<file path="src/rtl/pcf8563_ctrl.sv">
// PCF8563 RTC transaction sequencer: init writes, periodic time polling and
// user time-set writes, issued one byte at a time to the iic engine.
module pcf8563_ctrl #(
    parameter logic [23:0] POLL_DIV  = 24'd5_000_000,
    parameter logic [19:0] TIMEOUT   = 20'd500_000,
    parameter logic [7:0]  INIT_SEC  = 8'h00,
    parameter logic [7:0]  INIT_MIN  = 8'h00,
    parameter logic [7:0]  INIT_HOUR = 8'h12
) (
    input  logic       CLOCK,
    input  logic       RESET,
    input  logic       iSetReq,
    input  logic [7:0] iSetSec,
    input  logic [7:0] iSetMin,
    input  logic [7:0] iSetHour,
    output logic [1:0] oCall,
    output logic [7:0] oAddr,
    output logic [7:0] oWrData,
    input  logic       iDone,
    input  logic [7:0] iRdData,
    output logic [7:0] oSec,
    output logic [7:0] oMin,
    output logic [7:0] oHour,
    output logic       oVL,
    output logic       oValid,
    output logic       oBusy,
    output logic       oInitDone,
    output logic       oErr
);

    localparam int unsigned IDX_W = 3;
    localparam logic [1:0] CALL_IDLE = 2'b00;
    localparam logic [1:0] CALL_WR   = 2'b10;
    localparam logic [1:0] CALL_RD   = 2'b01;

    typedef enum logic [2:0] {
        S_INIT, S_IDLE, S_SETW, S_POLL, S_ISSUE, S_WAIT, S_GAP
    } state_e;

    typedef enum logic [1:0] {
        KIND_INIT, KIND_SET, KIND_POLL
    } kind_e;

    state_e           state_q, state_d;
    kind_e            kind_q, kind_d;
    logic [IDX_W-1:0] idx_q, idx_d;
    logic             set_pend_q, set_pend_d;
    logic             poll_pend_q, poll_pend_d;
    logic [7:0]       pend_sec_q, pend_sec_d, pend_min_q, pend_min_d, pend_hour_q, pend_hour_d;
    logic [7:0]       wrk_sec_q, wrk_sec_d, wrk_min_q, wrk_min_d, wrk_hour_q, wrk_hour_d;
    logic [7:0]       sh_sec_q, sh_sec_d, sh_min_q, sh_min_d;
    logic [23:0]      pcnt_q, pcnt_d;
    logic [19:0]      tcnt_q, tcnt_d;
    logic [1:0]       call_q, call_d;
    logic [7:0]       addr_q, addr_d, wdata_q, wdata_d;
    logic [7:0]       sec_q, sec_d, min_q, min_d, hour_q, hour_d;
    logic             vl_q, vl_d, valid_q, valid_d, busy_q, busy_d;
    logic             init_done_q, init_done_d, err_q, err_d;

    logic [IDX_W-1:0] last_idx_c;
    logic [7:0]       byte_addr_c;
    logic [7:0]       byte_data_c;
    logic             wrap_c;

    // Address/data of the current byte for the active sequence kind
    always_comb begin
        last_idx_c  = (kind_q == KIND_INIT) ? IDX_W'(4) : IDX_W'(2);
        byte_addr_c = (kind_q == KIND_INIT) ? 8'(idx_q) : 8'(idx_q) + 8'd2;
        byte_data_c = 8'h00;
        case (kind_q)
            KIND_INIT: begin
                case (idx_q)
                    IDX_W'(2): byte_data_c = INIT_SEC & 8'h7F;
                    IDX_W'(3): byte_data_c = INIT_MIN;
                    IDX_W'(4): byte_data_c = INIT_HOUR;
                    default:   byte_data_c = 8'h00;
                endcase
            end
            KIND_SET: begin
                case (idx_q)
                    IDX_W'(0): byte_data_c = wrk_sec_q & 8'h7F;
                    IDX_W'(1): byte_data_c = wrk_min_q;
                    default:   byte_data_c = wrk_hour_q;
                endcase
            end
            default: byte_data_c = 8'h00;
        endcase
        wrap_c = (pcnt_q == POLL_DIV - 24'd1);
    end

    always_comb begin
        state_d     = state_q;
        kind_d      = kind_q;
        idx_d       = idx_q;
        set_pend_d  = set_pend_q;
        poll_pend_d = poll_pend_q | wrap_c;
        pend_sec_d  = pend_sec_q;
        pend_min_d  = pend_min_q;
        pend_hour_d = pend_hour_q;
        wrk_sec_d   = wrk_sec_q;
        wrk_min_d   = wrk_min_q;
        wrk_hour_d  = wrk_hour_q;
        sh_sec_d    = sh_sec_q;
        sh_min_d    = sh_min_q;
        pcnt_d      = wrap_c ? 24'd0 : pcnt_q + 24'd1;
        tcnt_d      = tcnt_q;
        call_d      = call_q;
        addr_d      = addr_q;
        wdata_d     = wdata_q;
        sec_d       = sec_q;
        min_d       = min_q;
        hour_d      = hour_q;
        vl_d        = vl_q;
        valid_d     = 1'b0;
        init_done_d = init_done_q;
        err_d       = err_q;
        busy_d      = !((state_q == S_IDLE) && !set_pend_q && !poll_pend_q);

        // A newer request overwrites values that have not been started yet
        if (iSetReq) begin
            set_pend_d  = 1'b1;
            pend_sec_d  = iSetSec;
            pend_min_d  = iSetMin;
            pend_hour_d = iSetHour;
        end

        case (state_q)
            S_INIT: begin
                kind_d  = KIND_INIT;
                idx_d   = '0;
                state_d = S_ISSUE;
            end
            S_IDLE: begin
                if (init_done_q) begin
                    if (set_pend_q) begin
                        state_d    = S_SETW;
                        set_pend_d = iSetReq;
                        wrk_sec_d  = pend_sec_q;
                        wrk_min_d  = pend_min_q;
                        wrk_hour_d = pend_hour_q;
                    end else if (poll_pend_q) begin
                        state_d     = S_POLL;
                        poll_pend_d = wrap_c;
                    end
                end
            end
            S_SETW: begin
                kind_d  = KIND_SET;
                idx_d   = '0;
                state_d = S_ISSUE;
            end
            S_POLL: begin
                kind_d  = KIND_POLL;
                idx_d   = '0;
                state_d = S_ISSUE;
            end
            S_ISSUE: begin
                call_d  = (kind_q == KIND_POLL) ? CALL_RD : CALL_WR;
                addr_d  = byte_addr_c;
                wdata_d = byte_data_c;
                tcnt_d  = 20'd0;
                state_d = S_WAIT;
            end
            S_WAIT: begin
                if (iDone) begin
                    call_d  = CALL_IDLE;
                    state_d = S_GAP;
                    if (kind_q == KIND_POLL) begin
                        case (idx_q)
                            IDX_W'(0): sh_sec_d = iRdData;
                            IDX_W'(1): sh_min_d = iRdData;
                            default: begin
                                sec_d   = sh_sec_q & 8'h7F;
                                min_d   = sh_min_q & 8'h7F;
                                hour_d  = iRdData & 8'h3F;
                                vl_d    = sh_sec_q[7];
                                valid_d = 1'b1;
                            end
                        endcase
                    end
                end else if (tcnt_q == TIMEOUT) begin
                    // Keep calling: the engine retries NACKs on its own
                    err_d = 1'b1;
                end else begin
                    tcnt_d = tcnt_q + 20'd1;
                end
            end
            S_GAP: begin
                if (idx_q == last_idx_c) begin
                    state_d = S_IDLE;
                    if (kind_q == KIND_INIT) init_done_d = 1'b1;
                end else begin
                    idx_d   = idx_q + IDX_W'(1);
                    state_d = S_ISSUE;
                end
            end
            default: state_d = S_INIT;
        endcase
    end

    always_ff @(posedge CLOCK or negedge RESET) begin
        if (!RESET) begin
            state_q     <= S_INIT;
            kind_q      <= KIND_INIT;
            idx_q       <= '0;
            set_pend_q  <= 1'b0;
            poll_pend_q <= 1'b0;
            pend_sec_q  <= 8'h00;
            pend_min_q  <= 8'h00;
            pend_hour_q <= 8'h00;
            wrk_sec_q   <= 8'h00;
            wrk_min_q   <= 8'h00;
            wrk_hour_q  <= 8'h00;
            sh_sec_q    <= 8'h00;
            sh_min_q    <= 8'h00;
            pcnt_q      <= 24'd0;
            tcnt_q      <= 20'd0;
            call_q      <= CALL_IDLE;
            addr_q      <= 8'h00;
            wdata_q     <= 8'h00;
            sec_q       <= 8'h00;
            min_q       <= 8'h00;
            hour_q      <= 8'h00;
            vl_q        <= 1'b0;
            valid_q     <= 1'b0;
            busy_q      <= 1'b1;
            init_done_q <= 1'b0;
            err_q       <= 1'b0;
        end else begin
            state_q     <= state_d;
            kind_q      <= kind_d;
            idx_q       <= idx_d;
            set_pend_q  <= set_pend_d;
            poll_pend_q <= poll_pend_d;
            pend_sec_q  <= pend_sec_d;
            pend_min_q  <= pend_min_d;
            pend_hour_q <= pend_hour_d;
            wrk_sec_q   <= wrk_sec_d;
            wrk_min_q   <= wrk_min_d;
            wrk_hour_q  <= wrk_hour_d;
            sh_sec_q    <= sh_sec_d;
            sh_min_q    <= sh_min_d;
            pcnt_q      <= pcnt_d;
            tcnt_q      <= tcnt_d;
            call_q      <= call_d;
            addr_q      <= addr_d;
            wdata_q     <= wdata_d;
            sec_q       <= sec_d;
            min_q       <= min_d;
            hour_q      <= hour_d;
            vl_q        <= vl_d;
            valid_q     <= valid_d;
            busy_q      <= busy_d;
            init_done_q <= init_done_d;
            err_q       <= err_d;
        end
    end

    assign oCall     = call_q;
    assign oAddr     = addr_q;
    assign oWrData   = wdata_q;
    assign oSec      = sec_q;
    assign oMin      = min_q;
    assign oHour     = hour_q;
    assign oVL       = vl_q;
    assign oValid    = valid_q;
    assign oBusy     = busy_q;
    assign oInitDone = init_done_q;
    assign oErr      = err_q;

endmodule
</file>
<file path="config.mk">
export PLATFORM = sky130hd
export DESIGN_NAME = pcf8563_ctrl
export DESIGN_NICKNAME = d
export VERILOG_FILES = /design/src/rtl/pcf8563_ctrl.sv
export SDC_FILE = /design/constraint.sdc
export NUM_CORES = 1
export LEC_CHECK = 0
export CAP_MARGIN = 5
export CORE_ASPECT_RATIO = 0.7
export CORE_MARGIN = 2
export CORE_UTILIZATION = 50
export DETAILED_ROUTE_END_ITERATION = 12
export PLACE_DENSITY_LB_ADDON = 0.08
export SLEW_MARGIN = 20
export SYNTH_ARGS = -nofsm -noshare
export SYNTH_HDL_FRONTEND = slang
export SYNTH_SLANG_ARGS = --single-unit
</file>
<file path="constraint.sdc">
create_clock -name CLOCK -period 1.6 [get_ports CLOCK]
set_input_delay 0.16 -clock CLOCK [delete_from_list [all_inputs] [get_ports CLOCK]]
set_output_delay 0.16 -clock CLOCK [all_outputs]
set_load 0.1 [all_outputs]
</file>
==> results of run 1 <==
[Yosys cell counts, drive strengths merged (2+ instances only)]
cell type	number	share of area (%)
ha	8	1.5
dfrtp	153	56
a32oi	2	0.26
and4	2	0.26
o22ai	9	0.83
a21oi	10	0.74
inv	19	1.0
buf	20	2.0
a22oi	8	0.88
nand4	16	1.7
and3	10	0.92
nand3	13	0.96
xnor2	17	2.2
nand2b	3	0.39
nor3b	3	0.66
mux2	84	14
nor3	3	0.37
or4	3	0.33
o21ai	21	1.5
o31ai	4	0.44
nor2b	6	0.55
o211ai	2	0.22
nand3b	3	0.33
a22o	7	0.90
nand2	32	1.8
nor4b	5	0.64
xor2	16	2.1
a41o	2	0.29
nor2	36	2.2
or3	3	0.35
clkbuf	8	0.44
mux2i	3	0.44
nor4	7	0.87
[path summary, 6_finish.rpt]
path | from | endpoint | slack [ns] | depth (start not counted)
min | RESET | tcnt_q[4]$_DFFE_PN0P_ | 0.23 | 2
max in group asynchronous | RESET | oBusy$_DFF_PN1_ | 0.73 | 3
min in group CLOCK | iSetMin[1] | pend_min_q[1]$_DFFE_PN0P_ | 0.35 | 2
min reg2reg | poll_pend_q$_DFF_PN0_ | oBusy$_DFF_PN1_ | 0.51 | 1
max | tcnt_q[0]$_DFFE_PN0P_ | tcnt_q[0]$_DFFE_PN0P_ | -0.16 | 8
max reg2reg | tcnt_q[0]$_DFFE_PN0P_ | tcnt_q[0]$_DFFE_PN0P_ | -0.16 | 8
[per-layer routing]
metal	track usage [%]	vias up
met5	0	-
met4	7.47	0
met3	5.96	27
met2	34.2	151
met1	31.3	2573
li1	-	2310
[registers in the layout, indices dropped and copies added, names as in the netlist, 4 cells and up]
signal and flops:
pcnt_q 24, tcnt_q 20, oWrData 8, pend_hour_q 8, pend_min_q 8, sh_sec_q 8
wrk_hour_q 8, wrk_min_q 8, oMin 7, oSec 7, pend_sec_q 7, sh_min_q 7
wrk_sec_q 7, oHour 6, oAddr 4
[metrics by stage]
step	hold slack (ns)	utilization (%)	cell area [um2]	TNS, ns
global route	0.258	75.8	10000	-6.57
finish	0.226	75.8	10000	-1.89
floorplan	-0.136	-	6870	-1.97
CTS	0.244	72.0	9520	-1.72
global placement	0.111	66.5	8790	-9.48
detailed placement	0.112	66.5	8790	-14.13
[power by group]
part	total (mW)	internal, mW	switching [mW]
registers	5.27	4.62	0.647
clock network	3.75	2.06	1.69
logic	6.64	2.86	3.78
[timing repair]
| item | in CTS | in global routing |
|---|---|---|
| endpoints found under the setup margin | 66 | 88 |
| endpoints found under the hold margin | 39 | 0 |
| cloned | 0 | 3 |
| gates resized for setup | 33 | 88 |
| buffers inserted | 3 | 12 |
| hold buffers | 1 | 0 |
| pin swaps | 9 | 23 |
[kinds of logic after synthesis]
kind of cell | synth area share (%)
compound gates | 6.96
fa+ha+maj | 1.47
buf+inv | 3.50
other cells | 0.0552
flops | 56.7
mux | 14.4
simple gates | 12.7
xor+xnor | 4.25
[cell usage in the layout, fill, tap and decap left out, drive strengths merged, types with 8 or more instances in the layout]
master         Yosys  layout
conb               1       8
and3              10      10
o21ai             21      21
o22ai              9       9
nand3             13      13
dfrtp            153     153
mux2              84      84
ha                 8       8
nor2              36      36
buf               20     145
a21oi             10      10
a22oi              8       8
inv               19      24
nand4             16      16
xor2              16      16
xnor2             17      17
clkbuf             8      20
nand2             32      32
clkdlybuf4s50      0      33
[layout make-up]
class | count | area [um2]
Sequential cell | 154 | 3860
Multi-Input combinational cell | 356 | 3210
Fill cell | 813 | 3200
Timing Repair Buffer | 180 | 2100
Clock buffer | 19 | 443
Tap cell | 185 | 231
Clock inverter | 13 | 110
Inverter | 19 | 73.8
==> run summary, run 1 <==
Finish-stage setup viols = 37
Power per cell area = 1560 nW/um2
Core area = 13200 um2
Leakage dissipation = 4.60 nW
Share of layout cells above drive strength 1 = 44.5%
GR Overflow Total = 0
Area growth syn-to-layout = 47.5%
Crit path max-delay cell type = dfrtp_1
Initial DRC count = 435
Max FO, Critical Path = 3
Ant diodes = 0
I/O Pins = 83
Via/cell ratio = 5.47
Top routing layer in use = met4
Final hold violations = 0
# rows = 35
Skew-Pair Late Insertion Delay = 0.42 ns
Max Slew Vio Count = 0
Top FF cell, synth = dfrtp_1
DR vias = 5061
VDD IR max = 0.929 mV
Initial Util = 51.4%
Worst Clk Skew = 0.0136 ns
Final WS setup = -0.160 ns
Yosys warning count = 0
First-pass GRT wire length = 25200 um
GPL Wtd Cong = 0.854
DRC viols = 0
Required @ worst endpoint = 1.93 ns
GRT Total Usage = 22.3%
Post-Place Setup Slack = -0.378 ns
Sequential area share after synthesis = 56.7%
Routed wl met2 = 7920 um
Final Cycle Share = 110%
Kind of critical path = flip-flop to flip-flop
WL final = 16400 um
Flops & latches, synth = 154
Crit path DAT = 2.09 ns
Clock transition at path regs = 0.07 ns
Die Wd = 143 um
CP startpoint kind = flip-flop
Synth Cell Area = 6790 um2
Clock sink count = 154
Die area = 14600 um2
Max-cap violations = 0
Worst-case clock buffer depth = 2
RSZ-0062 raised after global routing = yes
Crit-path max cell delay = 0.39 ns
Routed Antenna Nets = 0
Crit-path cells = inv_2 > ha_4 > nor3b_2 > nand4_1 > buf_6 > o21ba_4 > mux2_2 > o22ai_2
Number of antenna violations at the first check in global routing = 1
Ys async rst share = 100%
Final non-filler cell total = 926
Failing checks = negative setup slack
Tmin final = 1.76 ns
Yosys cell types = 58
Fmax = 568 MHz
Synthesized area per cell = 12.4 um2
Nets = 772
Cells after DPL = 876
Worst Path Buf+Inv = 2
Die Y = 102 um
Post-synth EDFFs = 0
WL met3 = 828 um
Largest delay share family, worst path = flip-flops
I/O Buffers = 73
Nature of the critical path endpoint = flip-flop
TritonCTS clock tree = built
Mapped Cells = 550
CTS Buf Count = 17
Root Driver = clkbuf_16
H-tree Lvls = 4
Drt pass-1 iters = 5
HPWL Detailed = 10700 um
Hold Path Class = input port to asynchronous set/reset pin
Status = complete, but fails checks
Wirelength per Cell = 17.7 um
Total chip power = 15.7 mW
Metal1 wirelength = 7410 um
Largest net degree at the start of global routing = 46
Vias in the first global route = 4998
Power figures use the tool's default switching activity.
==> run 2: changes to the inputs <==
--- a/config.mk
+++ b/config.mk
@@ -10,3 +10,3 @@
 export CORE_MARGIN = 2
-export CORE_UTILIZATION = 50
+export CORE_UTILIZATION = 60
 export DETAILED_ROUTE_END_ITERATION = 12
==> constraint.sdc (replaced) <==
create_clock -name CLOCK -period 2.1 [get_ports CLOCK]
set_input_delay 0.525 -clock CLOCK [delete_from_list [all_inputs] [get_ports CLOCK]]
set_output_delay 0.525 -clock CLOCK [all_outputs]
set_load 0.1 [all_outputs]
==> run summary, run 2 (synthesis gave the netlist of run 1 again) <==
Commonest cells after routing, fill and taps aside = dfrtp_1 (153), mux2_2 (84), buf_4 (58)
Final hold violations = 0 (unchanged)
First-pass GRT wire length = 23500 um (-6.6%)
DR vias = 4652 (-8.1%)
Top reg by flops = pcnt_q
Worst-case clock buffer depth = 2 (unchanged)
Status = complete, no violations
Reg-to-reg critical path startpoint = pcnt_q[0]$_DFF_PN0_
Required @ worst endpoint = 2.40 ns (+0.47 ns)
Share of layout cells above drive strength 1 = 30.1% (-14 points)
VDD IR max = 0.882 mV (-5.0%)
Die Wd = 131 um (-8.5%)
Largest net degree at the start of global routing = 55 (+20%)
Leakage dissipation = 3.88 nW (-16%)
I/O Buffers = 73 (unchanged)
Nets = 692 (-10%)
Worst Setup EP = pcnt_q[20]$_DFF_PN0_
Total chip power = 10.8 mW (-31%)
Tmin final = 1.97 ns (+0.208 ns)
Area growth syn-to-layout = 23.5%
Reg2reg setup slack = 0.13 ns (+0.29 ns)
Clock sink count = 154 (unchanged)
Vias in the first global route = 4687 (-6.2%)
Die area = 12200 um2 (-16%)
Core area = 11000 um2 (-17%)
DRC viols = 0 (unchanged)
Finish-stage setup viols = 0 (-100%)
CP startpoint kind = flip-flop
Number of antenna violations at the first check in global routing = 0 (-1)
Final Cycle Share = 93.7% (-16 points)
Die Y = 93.0 um (-8.4%)
Worst-Margin Slew = 0.588 ns
Max-cap violations = 0 (unchanged)
Crit-path max cell delay = 0.42 ns (+0.03 ns)
CP Launch Point = pcnt_q[0]$_DFF_PN0_
# rows = 32 (-8.6%)
Crit path DAT = 2.27 ns (+0.18 ns)
Clock transition at path regs = 0.06 ns (about the same)
HPWL Detailed = 9550 um (-11%)
Ant diodes = 0 (unchanged)
Initial Util = 61.7% (+10 points)
Initial DRC count = 284 (-35%)
Via/cell ratio = 5.71 (+4.6%)
I/O Pins = 83 (unchanged)
Routed Antenna Nets = 0 (unchanged)
Max Slew Vio Count = 0 (unchanged)
WL final = 14300 um (-13%)
CTS Buf Count = 17 (unchanged)
GR Overflow Total = 0 (unchanged)
Nature of the critical path endpoint = flip-flop
Power per cell area = 1290 nW/um2 (-18%)
Commonest non-fill, non-tap cell in the layout = dfrtp_1
H-tree Lvls = 4 (unchanged)
Register Area = 3850 um2 (-0.16%)
Post-Place Setup Slack = -0.151 ns (+0.227 ns)
Worst Clk Skew = 0.0116 ns (-0.00193 ns)
Hold Path Class = input port to asynchronous set/reset pin
Max FO, Critical Path = 5 (+2)
GRT Total Usage = 24.8% (+2.5 points)
Area occupied by multi-input gates = 2730 um2 (-15%)
Final design utilization = 76.2% (+0.44 points)
Crit path max-delay cell type = or3_4
Final WS setup = 0.131 ns (+0.292 ns)
RSZ-0062 raised after global routing = no
Wirelength per Cell = 17.5 um (-0.92%)
Biggest regs = pcnt_q (24), tcnt_q (20)
Kind of critical path = flip-flop to flip-flop
Fillers = 705 (-13%)
GPL Wtd Cong = 0.833 (-2.5%)
Fmax = 508 MHz (-11%)
Relative slew slack = 60.6%
Max reg flops = 24 (unchanged)
Crit-path cells = ha_1 > nand2_1 > or3_4 > nor4_4 > nor2_1 > mux2_2
TritonCTS clock tree = built
Worst R2R Path Depth = 6 (-2)
# hold bufs at CTS = 0 (-1)
Drt pass-1 iters = 5 (unchanged)
Root Driver = clkbuf_16
Reg-to-Reg End = pcnt_q[20]$_DFF_PN0_
WHS = 0.0614 ns (-0.164 ns)
Skew-Pair Late Insertion Delay = 0.41 ns (about the same)
==> run 2: cell count changes in the layout (fill, tap and decap cells not counted), sizes merged <==
cell / delta
clkbuf: +2
inv: -4
clkinvlp: -2
dlygate4sd3: -1
buf: -78
bufinv: +3
==> run 2: worst min-delay path by stage <==
stage	endpoint	slack, ns	cells past startpoint
2_1_floorplan	idx_q[0]$_DFFE_PN0P_	0.23	0
3_3_place_gp	pcnt_q[0]$_DFF_PN0_	0.45	1
3_5_place_dp	pcnt_q[0]$_DFF_PN0_	0.46	1
4_1_cts	tcnt_q[7]$_DFFE_PN0P_	0.07	1
5_1_grt	tcnt_q[7]$_DFFE_PN0P_	0.1	1
6_report	tcnt_q[7]$_DFFE_PN0P_	0.06	1
==> run 2: final cells by class <==
type / count / share of cell area [%]
flip-flops and latches: 154 / 45.9
multi-input cells: 356 / 32.5
clock inverters: 10 / 1.68
clock buffers: 22 / 5.53
inverters: 19 / 0.850
repair buffers: 100 / 11.2
well taps: 153 / 2.28
==> run 2: metrics by stage <==
stage / area, um2 / setup TNS [ns] / std cells
2_1_floorplan: 6820 / 0 / 557
3_3_place_gp: 7780 / -3.12 / 782
3_5_place_dp: 7780 / -4.56 / 782
4_1_cts: 8390 / 0 / 814
5_1_grt: 8390 / 0 / 814
6_report: 8390 / 0 / 814
==> run 2: metal layers <==
metal	vias to the layer above	routed length, um	GRT usage [%]
met1	2339	6400	33.9
li1	2144	-	-
met3	10	841	6.23
met5	-	0	0
met4	0	127	8.88
met2	159	6880	39.2
==> run 2: power by group <==
part           internal [mW]  switching (mW)  leakage, nW
clock                   1.94            1.18        0.291
combinational           1.13            2.64         1.56
sequential              3.51           0.384         2.03
==> run 2: critical path: cells and delay by family, from the launching register on <==
kind / cells / cell delay (ns)
DFF: 1 / 0.37
adders and majority gates: 1 / 0.21
muxes: 1 / 0.27
and+or+nand+nor: 4 / 1.01
==> run 2: timing repair <==
| item | in CTS | in global routing |
|---|---|---|
| setup buffers | 0 | 0 |
| endpoints found under the setup margin | 0 | 1 |
| resized for setup | 0 | 1 |
